**config.mk**
```make
export PLATFORM = sky130hd
export DESIGN_NAME = multicycle_control
export DESIGN_NICKNAME = d
export VERILOG_FILES = /design/src/rtl/cpu_ctrl_pkg.sv /design/src/rtl/ctrl_decode.sv /design/src/rtl/multicycle_control.sv
export SDC_FILE = /design/constraint.sdc
export NUM_CORES = 1
export LEC_CHECK = 0
export BUFFER_PORTS_ARGS = -buffer_cell sky130_fd_sc_hd__buf_2
export CORE_MARGIN = 10
export CORE_UTILIZATION = 40
export CTS_CLUSTER_SIZE = 20
export DETAILED_ROUTE_END_ITERATION = 8
export PLACE_DENSITY = 0.69
export SYNTH_ARGS = -nofsm -noshare
export SYNTH_HDL_FRONTEND = slang
export SYNTH_HIERARCHICAL = 1
export SYNTH_SLANG_ARGS = --single-unit
```
**constraint.sdc**
```tcl
create_clock -name clk -period 4.66 [get_ports clk]
set_input_delay 0.932 -clock clk [delete_from_list [all_inputs] [get_ports clk]]
set_output_delay 0.932 -clock clk [all_outputs]
set_load 0.005 [all_outputs]
```
**src/rtl/cpu_ctrl_pkg.sv**
```systemverilog
// Shared definitions for the multi-cycle control unit: opcode map,
// ALU operation encodings and the sequencer state type.
package cpu_ctrl_pkg;

  // Opcode field values (top bits of the instruction word)
  localparam logic [3:0] OP_NOP   = 4'h0;
  localparam logic [3:0] OP_ADD   = 4'h1;
  localparam logic [3:0] OP_SUB   = 4'h2;
  localparam logic [3:0] OP_AND   = 4'h3;
  localparam logic [3:0] OP_OR    = 4'h4;
  localparam logic [3:0] OP_LOAD  = 4'h5;
  localparam logic [3:0] OP_STORE = 4'h6;
  localparam logic [3:0] OP_LOADI = 4'h7;
  localparam logic [3:0] OP_JUMP  = 4'h8;
  localparam logic [3:0] OP_LT    = 4'h9;
  localparam logic [3:0] OP_NOT   = 4'hA;
  localparam logic [3:0] OP_BRZ   = 4'hB;
  localparam logic [3:0] OP_HALT  = 4'hF;

  // ALU operation select encodings
  localparam logic [2:0] ALU_ADD = 3'b000;
  localparam logic [2:0] ALU_SUB = 3'b001;
  localparam logic [2:0] ALU_AND = 3'b010;
  localparam logic [2:0] ALU_OR  = 3'b011;
  localparam logic [2:0] ALU_NOT = 3'b100;
  localparam logic [2:0] ALU_LT  = 3'b101;

  // Instruction sequencer states
  typedef enum logic [2:0] {
    S_IDLE      = 3'd0,
    S_FETCH     = 3'd1,
    S_DECODE    = 3'd2,
    S_EXECUTE   = 3'd3,
    S_MEM       = 3'd4,
    S_WRITEBACK = 3'd5,
    S_HALT      = 3'd6
  } ctrl_state_t;

endpackage

```
**src/rtl/ctrl_decode.sv**
```systemverilog
// Combinational opcode decoder: produces the datapath control word and
// the instruction-class flags the sequencer uses to pick its path.
module ctrl_decode
  import cpu_ctrl_pkg::*;
#(
  parameter int OPCODE_W = 4,
  parameter int ALU_OP_W = 3
) (
  input  logic [OPCODE_W-1:0] opcode,
  output logic [ALU_OP_W-1:0] alu_op,
  output logic                alu_src,
  output logic                mem_to_reg,
  output logic                is_mem,
  output logic                is_store,
  output logic                is_wb,
  output logic                is_jump,
  output logic                is_brz,
  output logic                is_halt,
  output logic                is_illegal
);

  // Map each opcode to its control word; unknown opcodes flag illegal
  always_comb begin
    alu_op     = '0;
    alu_src    = 1'b0;
    mem_to_reg = 1'b0;
    is_mem     = 1'b0;
    is_store   = 1'b0;
    is_wb      = 1'b0;
    is_jump    = 1'b0;
    is_brz     = 1'b0;
    is_halt    = 1'b0;
    is_illegal = 1'b0;
    case (opcode)
      OPCODE_W'(OP_NOP): begin
      end
      OPCODE_W'(OP_ADD): begin
        alu_op = ALU_OP_W'(ALU_ADD);
        is_wb  = 1'b1;
      end
      OPCODE_W'(OP_SUB): begin
        alu_op = ALU_OP_W'(ALU_SUB);
        is_wb  = 1'b1;
      end
      OPCODE_W'(OP_AND): begin
        alu_op = ALU_OP_W'(ALU_AND);
        is_wb  = 1'b1;
      end
      OPCODE_W'(OP_OR): begin
        alu_op = ALU_OP_W'(ALU_OR);
        is_wb  = 1'b1;
      end
      OPCODE_W'(OP_LOAD): begin
        alu_op     = ALU_OP_W'(ALU_ADD);
        mem_to_reg = 1'b1;
        is_mem     = 1'b1;
      end
      OPCODE_W'(OP_STORE): begin
        alu_op   = ALU_OP_W'(ALU_ADD);
        is_mem   = 1'b1;
        is_store = 1'b1;
      end
      OPCODE_W'(OP_LOADI): begin
        alu_op  = ALU_OP_W'(ALU_ADD);
        alu_src = 1'b1;
        is_wb   = 1'b1;
      end
      OPCODE_W'(OP_JUMP): begin
        is_jump = 1'b1;
      end
      OPCODE_W'(OP_LT): begin
        alu_op = ALU_OP_W'(ALU_LT);
        is_wb  = 1'b1;
      end
      OPCODE_W'(OP_NOT): begin
        alu_op = ALU_OP_W'(ALU_NOT);
        is_wb  = 1'b1;
      end
      OPCODE_W'(OP_BRZ): begin
        is_brz = 1'b1;
      end
      OPCODE_W'(OP_HALT): begin
        is_halt = 1'b1;
      end
      default: begin
        is_illegal = 1'b1;
      end
    endcase
  end

endmodule

```
**src/rtl/multicycle_control.sv**
```systemverilog
// Multi-cycle control unit: sequences each instruction through
// FETCH/DECODE/EXECUTE/MEM/WRITEBACK, owns the instruction register and
// the req/ack handshakes with instruction and data memory.
//
// Handshake: a request (imem_req / dmem_req) is raised on entry to the
// owning state and held, unchanged, until the cycle in which the matching
// ack is seen high at a rising clock edge; that cycle completes the
// transfer. Acks seen while the matching request is low are ignored.
module multicycle_control
  import cpu_ctrl_pkg::*;
#(
  parameter int INSTR_W  = 8,
  parameter int OPCODE_W = 4,
  parameter int ALU_OP_W = 3
) (
  input  logic                clk,
  input  logic                rst_n,
  input  logic [INSTR_W-1:0]  imem_rdata,
  input  logic                imem_ack,
  input  logic                dmem_ack,
  input  logic                alu_zero,
  output logic                imem_req,
  output logic                dmem_req,
  output logic                dmem_we,
  output logic [INSTR_W-1:0]  ir,
  output logic                reg_write,
  output logic                alu_src,
  output logic [ALU_OP_W-1:0] alu_op,
  output logic                mem_to_reg,
  output logic                pc_write,
  output logic                pc_src,
  output logic                halted,
  output logic                illegal
);

  ctrl_state_t         state;
  logic [OPCODE_W-1:0] opcode;

  logic [ALU_OP_W-1:0] dec_alu_op;
  logic                dec_alu_src;
  logic                dec_mem_to_reg;
  logic                is_mem;
  logic                is_store;
  logic                is_wb;
  logic                is_jump;
  logic                is_brz;
  logic                is_halt;
  logic                is_illegal;
  logic                ctrl_active;
  logic                is_flow;

  assign opcode = ir[INSTR_W-1 -: OPCODE_W];

  ctrl_decode #(
    .OPCODE_W (OPCODE_W),
    .ALU_OP_W (ALU_OP_W)
  ) u_decode (
    .opcode     (opcode),
    .alu_op     (dec_alu_op),
    .alu_src    (dec_alu_src),
    .mem_to_reg (dec_mem_to_reg),
    .is_mem     (is_mem),
    .is_store   (is_store),
    .is_wb      (is_wb),
    .is_jump    (is_jump),
    .is_brz     (is_brz),
    .is_halt    (is_halt),
    .is_illegal (is_illegal)
  );

  // NOP, JUMP, BRZ and illegal opcodes retire straight out of EXECUTE
  assign is_flow = !is_mem && !is_wb && !is_halt;

  // Sequencer: state, instruction register and sticky illegal flag
  always_ff @(posedge clk or negedge rst_n) begin
    if (!rst_n) begin
      state   <= S_IDLE;
      ir      <= '0;
      illegal <= 1'b0;
    end else begin
      case (state)
        S_IDLE: begin
          state <= S_FETCH;
        end
        S_FETCH: begin
          if (imem_ack) begin
            ir    <= imem_rdata;
            state <= S_DECODE;
          end
        end
        S_DECODE: begin
          state <= S_EXECUTE;
        end
        S_EXECUTE: begin
          if (is_halt) begin
            state <= S_HALT;
          end else if (is_mem) begin
            state <= S_MEM;
          end else if (is_wb) begin
            state <= S_WRITEBACK;
          end else begin
            if (is_illegal) begin
              illegal <= 1'b1;
            end
            state <= S_FETCH;
          end
        end
        S_MEM: begin
          if (dmem_ack) begin
            state <= is_store ? S_FETCH : S_WRITEBACK;
          end
        end
        S_WRITEBACK: begin
          state <= S_FETCH;
        end
        S_HALT: begin
          state <= S_HALT;
        end
        default: begin
          state <= S_IDLE;
        end
      endcase
    end
  end

  // Control word is only driven while an instruction is past DECODE
  assign ctrl_active = (state == S_EXECUTE) || (state == S_MEM) ||
                       (state == S_WRITEBACK);

  // Output decode from registered state and ir. STORE retires in its
  // dmem_ack cycle, so that pc_write term necessarily follows dmem_ack;
  // pc_src follows alu_zero only for BRZ in EXECUTE.
  always_comb begin
    imem_req   = (state == S_FETCH);
    dmem_req   = (state == S_MEM);
    dmem_we    = (state == S_MEM) && is_store;
    reg_write  = (state == S_WRITEBACK);
    halted     = (state == S_HALT);
    alu_op     = ctrl_active ? dec_alu_op : '0;
    alu_src    = ctrl_active && dec_alu_src;
    mem_to_reg = ctrl_active && dec_mem_to_reg;
    pc_write   = ((state == S_EXECUTE) && is_flow) ||
                 ((state == S_MEM) && is_store && dmem_ack) ||
                 (state == S_WRITEBACK);
    pc_src     = (state == S_EXECUTE) && (is_jump || (is_brz && alu_zero));
  end

endmodule

```
# == After elaboration in Yosys (flattened, before gate mapping) ==
# Index checks and enable logic that the tools add are counted.
# word_totals
reg_bits,12
in_bits,13
# op_classes
n_eq_ne,20
mux,17
bitwise,4
reduce_logical,26
# ops
op,n
3-bit two-way mux,7
4-bit equality test (second input constant),5
3-bit one-hot mux with 6 select lines,1
4-bit by 3-bit equality test with 1-bit output (second input constant),4
3-bit one-hot mux with 5 select lines,1
13-bit OR reduction,1
3-bit equality test (second input constant),3
1-bit logical AND,9
4-bit by 2-bit equality test with 1-bit output (second input constant),2
1-bit two-way mux,8
7-bit OR reduction,1
3-bit by 2-bit equality test with 1-bit output (second input constant),2
1-bit logical OR,5
5-bit AND reduction,1
4-bit by 1-bit equality test with 1-bit output (second input constant),1
4-bit zero test,1
2-bit inequality test (second input constant),2
1-bit inverter,4
2-bit AND reduction,2
2-bit OR reduction,2
3-bit by 1-bit equality test with 1-bit output (second input constant),1
1-bit zero test,3
3-bit zero test,1

# == Logic depth before layout (Yosys ltp) ==
# Gate-level depths: netlist (run 1).
# depth
ltp_word,9
mapped_depth,5
depth_no_buf,4

# == Modules after synthesis ==
# Netlist (run 1), hierarchy kept.
# by_module_without_submodules
module,instances,cells_each,area_each_um2,seq_area_each_um2
multicycle_control,1,53,644.4,300.3
ctrl_decode,1,24,158.9,0.0

# == Worst setup path after synthesis (run 1) ==
# Ideal clock, no wire load.
# synth_timing
path_kind,register to output
startpoint,reg ir[5]
endpoint,out pc_write
arrival_ns,1.456
t_required_ns,3.728
slack_ns,2.272
path_stages_with_launch,6
path_buffers,1
path_cell_list,dfrtp_1 buf_2 xnor2_1 o221ai_1 or3_1 o22ai_1
# synth_between
elab_chain_cells,9
elab_cells_between_ends,26
# synth_rtl
item,line,source
start: declaration,multicycle_control.sv:25,"output logic [INSTR_W-1:0] ir,"
start signal: assignment,multicycle_control.sv:87,ir <= imem_rdata;
"4-bit by 1-bit equality test with 1-bit output, or another cell as far along",ctrl_decode.sv:34,case (opcode)
7-bit OR reduction (no line) *,--,
1-bit two-way mux *,ctrl_decode.sv:34,
net is_wb,multicycle_control.sv:44,logic is_wb;
1-bit zero test *,multicycle_control.sv:72,assign is_flow = !is_mem && !is_wb && !is_halt;
1-bit logical AND * (2 in a row),multicycle_control.sv:72,
1-bit logical AND *,multicycle_control.sv:142,pc_write = ((state == S_EXECUTE) && is_flow) ||
1-bit logical OR *,multicycle_control.sv:142,
1-bit logical OR *,multicycle_control.sv:143,((state == S_MEM) && is_store && dmem_ack) ||
end: declaration,multicycle_control.sv:30,"output logic pc_write,"
# The timed path passes the listed nets; every way through them passes the cells marked *.

# == Worst setup path after layout (run 1) ==
# layout_timing
startpoint,reg ir[4]
endpoint,out pc_write
# Same word-level chain as after synthesis.

==> run metrics, run 1 <==
outcome=completed; area of the mapped netlist=between 800 and 900 um^2; routed len/inst=13.7 um; worst hold path type=register to register; placer congestion estimate=about 0.8; yosys synthesis warning count=6; share of post-route cells with drive strength above 1=44.5%; Setup Buffers After CTS=0; most common cell in the synthesized netlist=dfrtp_1; Clk pin slew, worst setup/hold paths=0.08 ns; top-area cell type share of the netlist area=between 30% and 40%; CTS root buf=clkbuf_4; post_cts resized=0; VDD IR max=about 0.32 mV; Initial DRT Pass Iterations=4; aggregate global routing overflow=0; crit end category=output port; largest net degree at the start of global routing=13; Synth Register Bits=12; nets=about 120; total number of vias=700; Ports=34; CTS Hold Bufs=0; Leak Pwr=0.514 nW; hpwl dp=about 1500 um; worst skew pair latency=0.27 ns; most common library cells after synthesis=dfrtp_1, nor2_1, mux2_4; Max Cap Viol=0; post-synthesis average cell area=between 10 and 15 um^2; final setup TNS=0 ns; final WL=around 1900 um; GR peak layer=met2; worst hold slack=0.461 ns; Reg2Reg Depth=4; largest cells by area after synthesis=dfrtp_1, mux2_4, a21boi_0; vias in the first global route=between 700 and 800; crit path DAT=between 1.5 and 2 ns; register area share after synthesis=37.4%; CTS max path bufs=2; Slew HR=61.3%; final worst path period share=61.4%; Worst-Margin Slew=slightly below 0.6 ns; Netlist cell types=31; final worst slack=between 1.5 and 2 ns; H-tree depth=1; GRT Overall Usage=a little under a tenth; Fmax=350 MHz; Hold Crit Endpoint=illegal$_DFFE_PN0P_; worst r2r dst=illegal$_DFFE_PN0P_; final hold vios=0; Inserted Diodes=0; pre-CTS WS=about 2.1 ns; Fin Clk Skew=0.00340 ns; worst r2r src=ir[4]$_DFFE_PN0P_; post-synth top area cell=dfrtp_1; startpoint of the worst hold path=illegal$_DFFE_PN0P_; dominant synthesized flop cell=dfrtp_1; Net Count, Synth=90; Post-synth EDFFs=0; final setup fails=0; met3 Track Usage GR=under 10%; met1 Usage GRT=between 10% and 20%; Clock Sinks=12; die width=roughly 65 um; Die H=roughly 65 um; P&R area growth vs syn=25.2%; Initial Util=41.4%; CP required=around 3.7 ns; Die ar.=between 0.004 and 0.005 mm^2; Global Route met2 Usage=a little over an eighth; Max FO, Critical Path=12; Routed Antenna Nets=0; TritonCTS buffer count=3; first-pass GRT wire length=between 3000 and 4000 um; Startpoint Class=register; CTS tree=done; Hold Crit Depth=2; r2r setup slk=roughly 3.0 ns; Buffers on Ports=33; Setup Crit Path Kind=register to output port; FFs w/ async S/R, synth=100%; Mapped Cells=77; vias per cell=5.11; DR iter-0 viols=13; Finished Core Util=about 52%; antenna violations before repair=0; residual DRC count=0; Final Critical Period=~2.9 ns; pwr dens=around 640 mW/mm^2; Core Rows=16; RSZ-0062 raised after global routing=no; Max Transition Viols Final=0; core area=0.00194 mm^2
## how the worst max path moves through the flow
| stage | slack [ns] | to | startpoint | depth (start not counted) |
|---|---|---|---|---|
| after floorplan | 2.27 | pc_write | ir[5]$_DFFE_PN0P_ | 5 |
| after global placement | 2.16 | pc_write | ir[4]$_DFFE_PN0P_ | 5 |
| after detailed placement | 2.11 | pc_write | ir[4]$_DFFE_PN0P_ | 5 |
| after CTS | 1.81 | pc_write | ir[4]$_DFFE_PN0P_ | 5 |
| after global routing | 1.65 | pc_write | ir[4]$_DFFE_PN0P_ | 5 |
| final | 1.80 | pc_write | ir[4]$_DFFE_PN0P_ | 5 |
## kinds of logic (layout without fill, tap and decap cells)
family / after synthesis / after routing / synth area share (%)
AO/OA/AOI/OAI: 18 / 18 / 16.5
flip-flops: 12 / 12 / 37.4
multiplexers: 8 / 8 / 15.0
AND/OR/NAND/NOR: 31 / 31 / 24.6
buffers and inverters: 7 / 40 / 5.45
XOR/XNOR: 1 / 1 / 1.09
## metrics by stage
step / power (mW) / instance area [um^2] / std cells
after global routing: 0.714 / 1010 / 137
after detailed placement: 0.570 / 970 / 133
after global placement: 0.566 / 970 / 133
after CTS: 0.656 / 1010 / 137
after floorplan: 0.476 / 803 / 77
final: 0.646 / 1010 / 137
## placed cells by master, fill, tap and decap left out, types with 2 or more instances in the layout
master    synthesis  routed
a21boi_0          5       5
o22ai_1           2       2
or2b_1            2       2
nor2_1            9       9
mux2_4            8       8
nor3_1            3       3
dfrtp_1          12      12
a21oi_1           4       4
nand3b_1          2       2
buf_2             2      33
inv_1             3       3
nand2b_1          3       3
nor3b_1           2       2
nand2_1           2       2
clkbuf_4          0       3
## worst max-delay path, cell delays in order, from the launching register on
cell	delay, ns
dfrtp_1	0.51
xnor2_1	0.30
o221ai_1	0.19
or3_1	0.39
o22ai_1	0.14
buf_2	0.14
## flip-flops by register name (all words and copies together) (netlist names)
register / cells
state: 3
ir: 8
illegal: 1
## where the power goes
group	leakage [nW]	switching (mW)	internal, mW	total (mW)
sequential	0.142	0.0764	0.154	0.230
clock	0.0210	0.0345	0.0474	0.0819
combinational	0.351	0.144	0.189	0.334
total	0.514	0.255	0.390	0.646
## layout make-up
type                    count  area, um^2
fillers                   198         936
clock buffers               4        36.3
flip-flops and latches     12         300
well taps                  27        33.8
repair buffers             33         165
multi-input cells          58         459
inverters                   3        11.3
## routing by layer
metal	vias to the layer above	part of all wire, %
li1	350	-
met1	328	47
met2	22	44
met3	0	8.6
met4	0	0
met5	-	0
(Power assumes the default switching activity.)
==> run 2: changes to the inputs <==
- PLACE_DENSITY: 0.69 -> 0.71
- clock period: 4.66 -> 2.45 ns (I/O delays scaled with it)
==> run 2 against run 1 <==
Against the previous run:
- critical path depth stayed put
- worst setup slack worse by 1.7 ns
- count of clock-buffer cells in the layout stayed put
- die area stayed put
- critical path type unchanged
- largest cell class unchanged
- largest power group unchanged
==> run metrics, run 2 (synthesis results as in run 1) <==
outcome=completed; pwr dens=around 1300 mW/mm^2; Max Transition Viols Final=0; Routed Antenna Nets=0; CTS tree=done; Ports=34; Leak Pwr=roughly 0.55 nW; final hold vios=0; CP max stage delay=approximately 0.48 ns; Fin Clk Skew=between 0.0015 and 0.002 ns; worst hold path type=primary input to async pin; Int Power=0.809 mW; Fmax=432 MHz; Initial Util=between 40% and 50%; crit-path cells=or4b_4 -> o221ai_1 -> or3_1 -> o22ai_1 -> buf_2; final WL=2130 um; Top reg by flops=ir; vias in the first global route=approximately 760; Die ar.=0.00420 mm^2; CTS Hold Bufs=0; Startpoint Class=register; P_sw=between 0.5 and 0.6 mW; Clk pin slew, worst setup/hold paths=0.08 ns; Slew HR=approximately three fifths; Finished Core Util=between 50 and 60%; hpwl dp=1630 um; worst hold slack=a little under 0.08 ns; core area=about 0.0019 mm^2; CTS root buf=clkbuf_4; first-pass GRT wire length=between 3000 and 4000 um; aggregate global routing overflow=0; largest net degree at the start of global routing=13; r2r setup slk=0.79 ns; most common cell after layout, fill and taps aside=buf_2; most frequent cells in the layout=buf_2, dfrtp_1, nor2_1; crit end category=output port; VDD IR max=~0.68 mV; number of flip-flops in the largest register=8; H-tree depth=1; RSZ-0062 raised after global routing=no; CP required=approximately 2.0 ns; Clock Sinks=12; residual DRC count=0; die width=64.8 um; crit path DAT=roughly 1.8 ns; TritonCTS buffer count=3; Critical path buffers and inverters=1; sequential power share=about a third; Inst Count DP=133; final setup TNS=0 ns; Core Rows=16; Worst-Margin Slew=0.590 ns; Reg2Reg Depth=2; share of post-route cells with drive strength above 1=about 49%; nets=about 130; Max FO, Critical Path=10; combinational share of power=a little under three fifths; routed len/inst=~15 um; antenna violations before repair=0; GRT Overall Usage=under 10%; clock power share=between 10% and 20%; Cell Count, Final, Fillers Out=between 100 and 150; P&R area growth vs syn=31.8%; DR iter-0 viols=31; placer congestion estimate=0.816; CTS max path bufs=2; largest registers=ir (8), state (3), illegal (1); vias per cell=roughly 5.2; Setup Crit Path Kind=register to output port; worst r2r src=state[1]$_DFFE_PN0P_; Slowest cell on crit path=dfrtp_1; total number of vias=~740; Die H=roughly 65 um; Net Sw Frac=between 30% and 40%; Max Cap Viol=0; Final Critical Period=approximately 2.3 ns; Buffers on Ports=33; Inserted Diodes=0; final worst path period share=between 90% and 100%; worst skew pair latency=approximately 0.28 ns; Initial DRT Pass Iterations=4; worst r2r dst=ir[7]$_DFFE_PN0P_; final setup fails=0; Top delay family on crit path=simple AND/OR/NAND/NOR gates
-- run 2: what timing repair did --
item | in CTS | in global routing
gates resized for setup | 1 | 2
setup buffers | 0 | 5
endpoints found under the setup margin | 1 | 1
pin swaps | 0 | 1
-- run 2: power groups by stage --
stage	Clock (mW)	Sequential [mW]	Combinational, mW
after floorplan	0	0.382	0.524
after CTS	0.170	0.445	0.673
after detailed placement	0	0.441	0.661
after global routing	0.178	0.458	0.827
after global placement	0	0.429	0.647
final	0.161	0.436	0.748
-- run 2: cell type report --
class / instances / area, um^2
Fill cell: 177 / 883
Multi-Input combinational cell: 58 / 467
Sequential cell: 12 / 303
Timing Repair Buffer: 38 / 208
Clock buffer: 4 / 36.3
Tap cell: 27 / 33.8
Inverter: 3 / 11.3
-- run 2: worst max-delay path by stage --
stage,start,endpoint,cells past startpoint
global placement,ir[4]$_DFFE_PN0P_,pc_write,5
global route,ir[6]$_DFFE_PN0P_,pc_write,5
CTS,ir[4]$_DFFE_PN0P_,pc_write,5
detailed placement,ir[4]$_DFFE_PN0P_,pc_write,5
finish,ir[6]$_DFFE_PN0P_,pc_write,5
floorplan,ir[5]$_DFFE_PN0P_,pc_write,5
-- run 2: routing by layer --
| metal | track usage, % | part of all wire [%] | wire length [um] |
|---|---|---|---|
| met1 | 11.4 | 42 | 894 |
| met2 | 16.3 | 50 | 1060 |
| met3 | 4.30 | 7.4 | 157 |
| met4 | 3.21 | 0.89 | 19 |
| met5 | 0 | 0 | 0 |
-- run 2: stage by stage --
stage	worst slack, ns	power, mW	instance area, um^2
floorplan	0.504	0.906	803
global placement	0.396	1.08	970
detailed placement	0.290	1.10	970
CTS	0.0347	1.29	1010
global route	0.00642	1.46	1060
finish	0.135	1.35	1060
==> run 3: changes to the inputs <==
- MAX_ROUTING_LAYER: not set -> met4
- REMOVE_ABC_BUFFERS: not set -> 1
- SYNTH_HIERARCHICAL: 1 -> not set
==> run 3 against run 2 <==
Against the previous run:
- critical path depth shrank 1
- critical path type unchanged
- count of clock-buffer cells in the layout is the same
- sequential power grew 7.3%
- largest cell class unchanged
- highest routed layer is now met3
- power shrank 6.8%
- fmax grew 5.9%
==> run metrics, run 3 <==
outcome=completed; hpwl dp=1470 um; Setup Buffers After CTS=0; Die H=roughly 65 um; Final Critical Period=roughly 2.2 ns; DR iter-0 viols=14; largest cells by area after synthesis=dfrtp_1, mux2_4, nand2b_1; routed len/inst=roughly 14 um; Core Rows=16; Initial DRT Pass Iterations=4; pwr dens=~1300 mW/mm^2; Ports=34; DR WL met3=111 um; Synth Register Bits=12; total number of vias=about 670; FFs w/ async S/R, synth=between 90% and 100%; TritonCTS buffer count=3; crit end category=output port; most frequent cells in the layout=buf_2, dfrtp_1, mux2_4; most common cell in the synthesized netlist=dfrtp_1; Top reg by flops=ir; Clock Sinks=12; Inserted Diodes=0; dominant synthesized flop cell=dfrtp_1; vias per cell=approximately 5.0; crit path to=alu_op[0]; Buffers on Ports=33; Clk pin slew, worst setup/hold paths=about 0.070 ns; Leak Pwr=roughly 0.5 nW; RSZ-0062 raised after global routing=no; Routed Antenna Nets=0; Fin Clk Skew=roughly 0.00087 ns; worst hold path type=primary input to async pin; nets=121; worst r2r src=state[1]$_DFFE_PN0P_; die width=between 60 and 70 um; worst hold slack=around 0.083 ns; Max FO, Critical Path=14; Slew HR=between 70% and 80%; yosys synthesis warning count=0; met2 wire len=roughly 860 um; vias in the first global route=660; GRT Overall Usage=a little under a tenth; final WL=approximately 1900 um; top-area cell type share of the netlist area=a little under two fifths; Post-synth EDFFs=0; Worst-Margin Slew=between 0.4 and 0.5 ns; Netlist cell types=39; CTS Hold Bufs=0; Mapped Cells=76; CTS tree=done; final setup TNS=0 ns; Initial Util=41.7%; residual DRC count=0; aggregate global routing overflow=0; worst skew pair latency=0.26 ns; CP required=between 1.5 and 2 ns; most common library cells after synthesis=dfrtp_1, mux2_4, nand2b_1; core area=roughly 0.0019 mm^2; r2r setup slk=1.00 ns; H-tree depth=1; VDD IR max=between 0.7 and 0.8 mV; final hold vios=0; largest net degree at the start of global routing=15; antenna violations before repair=0; final setup fails=0; CP Launch Point=ir[4]$_DFFE_PN0P_; final worst path period share=between 80% and 90%; total power=about 1.3 mW; CTS max path bufs=2; post-synth top area cell=dfrtp_1; CTS root buf=clkbuf_4; placer congestion estimate=between 0.8 and 0.9; post_cts resized=0; largest registers=ir (8), state (3), illegal (1); Startpoint Class=register; Fmax=458 MHz; register area share after synthesis=37.1%; Max Cap Viol=0; Max Transition Viols Final=0; Metal-1 WL=roughly 930 um; number of flip-flops in the largest register=8; Die ar.=approximately 0.0042 mm^2; Reg2Reg Depth=3; Slowest cell on crit path=dfrtp_1; worst r2r dst=ir[3]$_DFFE_PN0P_; CP max stage delay=0.53 ns; Finished Core Util=51.2%; most common cell after layout, fill and taps aside=buf_2; Setup Crit Path Kind=register to output port; share of post-route cells with drive strength above 1=between 40% and 50%; post-synthesis average cell area=between 10 and 15 um^2; first-pass GRT wire length=around 3100 um; crit path DAT=around 1.7 ns; P&R area growth vs syn=22.7%; crit-path cells=or3b_1 -> a21o_1 -> a21oi_1 -> buf_2; uppermost routed layer=met3; area of the mapped netlist=between 800 and 900 um^2
==> run 3: cell families (layout without fill, tap and decap cells) <==
family	Yosys count	in the layout	synth area share (%)
and+or+nand+nor	33	33	26.4
AOI/OAI and AO/OA	12	12	11.0
DFF	12	12	37.1
muxes	9	9	16.1
buffers and inverters	8	39	7.26
xor gates and xnor gates	2	2	2.16
==> run 3: final cells by class <==
cell class	instances	area, um^2
timing repair buffer	33	165
inverter	2	7.51
multi-input combinational	56	450
fill	190	948
tap	27	33.8
clock buffer	4	36.3
sequential	12	300
==> run 3: power breakdown <==
part	switching (mW)	internal, mW
logic	0.262	0.374
registers	0.178	0.291
clock network	0.0599	0.0901
total	0.499	0.755
==> run 3: worst min path at each step <==
stage	from	to	slack [ns]	cells after the start
6_report	rst_n	ir[2]$_DFFE_PN0P_	0.08	1
5_1_grt	rst_n	ir[2]$_DFFE_PN0P_	0.09	1
4_1_cts	rst_n	ir[1]$_DFFE_PN0P_	0.08	1
3_5_place_dp	rst_n	ir[1]$_DFFE_PN0P_	0.38	1
3_3_place_gp	rst_n	ir[3]$_DFFE_PN0P_	0.37	1
2_1_floorplan	rst_n	illegal$_DFFE_PN0P_	0.19	0
==> run 3: per-stage QoR <==
step	setup WS, ns	cells	instance area, um^2
after floorplan	0.757	70	758
after global placement	0.597	130	957
after detailed placement	0.577	130	957
after CTS	0.278	134	993
after global routing	0.144	134	993
final	0.264	134	993
==> run 3: per-layer routing <==
metal | GRT usage, % | up-vias
li1 | - | 338
met1 | 11.1 | 311
met2 | 13.5 | 18
met3 | 4.30 | 0
met4 | 2.14 | 0
met5 | - | -
==> run 3: worst max-delay path, delay by kind of cell (launching register included) <==
kind            cells  cell delay (ns)
compound gates      2             0.33
simple gates        1             0.43
buf+inv             1             0.14
flops               1             0.53
